**config.mk**
```make
export PLATFORM = sky130hd
export DESIGN_NAME = load_align
export DESIGN_NICKNAME = d
export VERILOG_FILES = /design/src/rtl/load_align.sv
export SDC_FILE = /design/constraint.sdc
export NUM_CORES = 1
export LEC_CHECK = 0
export CORE_MARGIN = 4
export CORE_UTILIZATION = 45
export CTS_CLUSTER_DIAMETER = 200
export DETAILED_ROUTE_END_ITERATION = 8
export PLACE_DENSITY = 0.84
export SKIP_LAST_GASP = 1
export SYNTH_ARGS = -nofsm -noshare
export SYNTH_HDL_FRONTEND = slang
export SYNTH_SLANG_ARGS = --single-unit
```
**constraint.sdc**
```tcl
create_clock -name Clk -period 2.8 [get_ports Clk]
set_clock_uncertainty 0.15 [all_clocks]
set_input_delay 0.28 -clock Clk [delete_from_list [all_inputs] [get_ports Clk]]
set_output_delay 0.28 -clock Clk [all_outputs]
set_load 0.02 [all_outputs]
```
**src/rtl/load_align.sv**
```systemverilog
// load_align: registered load-data alignment stage with a 2-entry output FIFO.
// Ports: Clk/Rst, In_valid/In_ready + Din/Addr_lo/Size/Sign_ext/Dest_in, Out_valid/Out_ready + Dout/Dest_out/Misalign.
module load_align #(
  parameter int DATA_W = 32,
  localparam int OFF_W = $clog2(DATA_W / 8)
) (
  input  logic              Clk,
  input  logic              Rst,
  input  logic              In_valid,
  output logic              In_ready,
  input  logic [DATA_W-1:0] Din,
  input  logic [OFF_W-1:0]  Addr_lo,
  input  logic [1:0]        Size,
  input  logic              Sign_ext,
  input  logic [4:0]        Dest_in,
  output logic              Out_valid,
  input  logic              Out_ready,
  output logic [DATA_W-1:0] Dout,
  output logic [4:0]        Dest_out,
  output logic              Misalign
);

  logic [DATA_W-1:0] shifted;
  logic [DATA_W-1:0] mask;
  logic [DATA_W-1:0] top;
  logic [DATA_W-1:0] fill;
  logic [DATA_W-1:0] res;
  logic [3:0]        off;
  logic [6:0]        fw;
  logic              msb;
  logic              bad;

  // Field is brought to bit 0, then masked to its width; the bits
  // above the mask are filled with the field MSB when sign-extending.
  // A full-width field gets an all-ones mask, so Din passes unchanged.
  always_comb begin
    off     = 4'(Addr_lo);
    shifted = Din >> {off, 3'b000};
    fw      = 7'd8 << Size;
    if (fw > 7'(DATA_W)) fw = 7'(DATA_W);
    mask    = {DATA_W{1'b1}} >> (7'(DATA_W) - fw);
    top     = mask & ~(mask >> 1);
    msb     = |(shifted & top);
    fill    = (Sign_ext && msb) ? ~mask : '0;
    res     = (shifted & mask) | fill;
    bad     = 1'b0;
    unique case (Size)
      2'd0: bad = 1'b0;
      2'd1: bad = off[0];
      2'd2: bad = off[1:0] != 2'd0;
      2'd3: bad = (DATA_W == 32) || (off[2:0] != 3'd0);
    endcase
    if (bad) res = '0;
  end

  logic [DATA_W-1:0] mem_d [2];
  logic [4:0]        mem_t [2];
  logic              mem_m [2];
  logic [1:0]        count;
  logic              wr_ptr;
  logic              rd_ptr;
  logic              push;
  logic              pop;

  assign In_ready  = Rst && (count < 2'd2);
  assign Out_valid = count != 2'd0;
  assign push      = In_valid && In_ready;
  assign pop       = Out_valid && Out_ready;

  always_ff @(posedge Clk) begin
    if (!Rst) begin
      count  <= 2'd0;
      wr_ptr <= 1'b0;
      rd_ptr <= 1'b0;
    end else begin
      if (push) begin
        mem_d[wr_ptr] <= res;
        mem_t[wr_ptr] <= Dest_in;
        mem_m[wr_ptr] <= bad;
        wr_ptr        <= ~wr_ptr;
      end
      if (pop) rd_ptr <= ~rd_ptr;
      case ({push, pop})
        2'b10:   count <= count + 2'd1;
        2'b01:   count <= count - 2'd1;
        default: count <= count;
      endcase
    end
  end

  // Outputs read zero whenever the buffer is empty, including reset.
  assign Dout     = Out_valid ? mem_d[rd_ptr] : '0;
  assign Dest_out = Out_valid ? mem_t[rd_ptr] : 5'd0;
  assign Misalign = Out_valid ? mem_m[rd_ptr] : 1'b0;

endmodule
```
==> flow_summary.toml <==
[outcome]
outcome = "complete, no violations"

[floorplanning]
die_w_um = 102
rows = 34
initial_utilization_pct = 45.8
ios = 86
core-area_um2 = 8680
die-height_um = 102
dieArea_um2 = 10400

[global_route]
grt_max_degree = 27
antenna_found_initial = 0
grt_pass1_vias = 3019
grt_pass1_wl_um = 14900
track_usage_pct = 19.0
overflow = 0

[clock_tree]
clockBufferDepth = 2
cts.htree.levels = 3
path_clk_slew_ps = 80
cts_resized = 0
clock_latency_ps = 360
hold_buffers = 0
postCtsSetupRepairBufs = 0
cts_sinks = 81
cts-root-buf = "clkbuf_8"
cts-buffers-inserted = 9
tritoncts = "built"

[cells_and_area]
syn2layout_area_growth_pct = 32.9
layout_common_cells = "85 x clkdlybuf4s50_1, 76 x edfxtp_1, 56 x mux2i_1, 56 x nor2_1, 29 x a21oi_1"
fin_nets = 467
layout.cells.most_common = "clkdlybuf4s50_1"
layout-drive-gt1-share_pct = 13.2
fillers = 710
final_core_util_pct = 60.9
antennaDiodeCount = 0

[pwr]
p_comb_share_pct = 40.6
switching_power_uw = 1360
switching_share_pct = 33.5
clkPwrFrac_pct = 23.0
p_seq_share_pct = 36.5
leakagePower_uw = 0.00190
powerDensity_nw_per_um2 = 766
ir_drop_mv = 0.386
p_int_uw = 2690

[routing]
drtPass1Iterations = 4
wl_um = 9470
wl_per_cell_um = 17.8
post-route-drc-count = 0
routed-wl-met2_um = 4830
drt-initial-drc-count = 159
vias = 2892
ant_nets = 0
top_layer = "met4"
viasPerCell = 5.44
met3_length_um = 697
drt-met1-wl_um = 3700

[sta]
period_share_pct = 93.8
max_freq_ghz = 0.381
fin_setup_tns_ps = 0
fin_crit_ps = 2630
rsz0062_at_grt = "no"
setup_viol = 0
hold_viol_final = 0
final.setup.worst_slack_ps = 175
maxSlewViolCount = 0
hold_slack_ps = 351
max_slew_margin_pct = 45.3
tightest_slew_ps = 821

[worst_setup_path]
worst-r2r-setup-slack_ps = 490
end_kind = "flip-flop"
crit_arrival_ps = 2540
critPathMaxFanout = 8
path_class = "in2reg"
cp-start-kind = "input port"
worstRegToRegCells = 6
worst_ep_required_time_ps = 2720

[yosys]
async_reset_ff_share_pct = 0
syn_area_per_cell_um2 = 12.5
synthCells = 319
synth.net_count = 367
synth-main-ff-cell = "edfxtp_1"
seq_area_frac_synth_pct = 59.9
synth-edff-count = 76
synth_cell_types = 39
synth_area_um2 = 3980
yosys_register_bits = 81
yosys_warnings = 0
yosysTopAreaCell = "edfxtp_1"
yosysTopAreaCellShare_pct = 57.4
synthTopCellsByArea = "edfxtp_1 57%, mux2i_1 14%, nor2_1 5.5%, a21oi_1 3.7%, dfxtp_1 2.5%"

[flow_run]
drv_cap = 0

[placement]
io_buffers = 85
dp_hpwl_um = 6820
gp_congestion = 0.989
place_ws_ps = -140

[min_path]
hold_class = "in2reg"
hold_path_depth = 1
critical path, cell delays in order:
cell and delay, ps:
clkdlybuf4s50_1 500, nor2_1 170, inv_2 50, ha_1 340, nor4_1 100, a211o_1 320
o221ai_1 640, a21oi_1 150
metal layers:
metal	global-route usage (%)	up-vias
met3	3.69	23
met2	32.7	112
met5	0	-
li1	-	1371
met1	23.2	1386
met4	8.27	0
power by group through the flow:
stage	clock network [µW]	registers, µW	logic (µW)
after floorplan	0	1490	926
after global placement	0	1500	1630
after detailed placement	0	1500	1660
after CTS	941	1480	1670
after global routing	988	1490	1760
final	930	1480	1640
per-stage QoR:
stage / cell area [µm²] / std cells / total power [µW]
final: 5280 / 532 / 4050
after global routing: 5280 / 532 / 4240
after CTS: 5280 / 532 / 4080
after detailed placement: 5060 / 516 / 3160
after global placement: 5060 / 516 / 3130
after floorplan: 3980 / 319 / 2420
kinds of logic after synthesis:
family / share of synthesized area (%)
AO/OA/AOI/OAI: 10.0
XOR/XNOR: 0.881
buffers and inverters: 2.30
multiplexers: 16.9
AND/OR/NAND/NOR: 9.29
adder cells (fa/ha/maj): 0.629
flip-flops: 59.9
final timing paths:
path / start / to
max: Size[0] / mem_d[1][9]
min: Dest_in[0] / mem_t[0][0]
max reg2reg: count[0] / count[1]
min reg2reg: count[1] / count[1]
Yosys cell counts, types with 2 or more instances:
master / number
a21boi_0: 2
xnor2_1: 2
mux2_2: 8
xor2_1: 2
nand2_1: 11
a21o_1: 8
ha_1: 2
buf_2: 4
dfxtp_1: 5
buf_4: 2
and2_1: 5
mux2i_1: 56
inv_1: 2
buf_1: 2
a21oi_1: 29
edfxtp_1: 76
nor2_1: 58
nand2b_1: 2
o21ai_0: 2
or2_2: 2
nor2b_1: 2
inv_2: 3
clkbuf_1: 8
o21a_1: 10
nor4_1: 2
cell type report:
cell class / count / area [µm²] / share of cell area (%)
Sequential cell: 81 / 2380 / 45.1
Multi-Input combinational cell: 217 / 1510 / 28.6
Timing Repair Buffer: 105 / 1010 / 19.2
Tap cell: 108 / 135 / 2.56
Clock buffer: 9 / 124 / 2.34
Clock inverter: 7 / 95.1 / 1.80
Inverter: 5 / 18.8 / 0.355
state kept, by name, indices dropped and copies added (netlist names), named ones only:
name	cells
mem_d	64
mem_t	10
count	2
mem_m	2
rd_ptr	1
wr_ptr	1
Note: power is estimated with default switching activity, not from simulation.
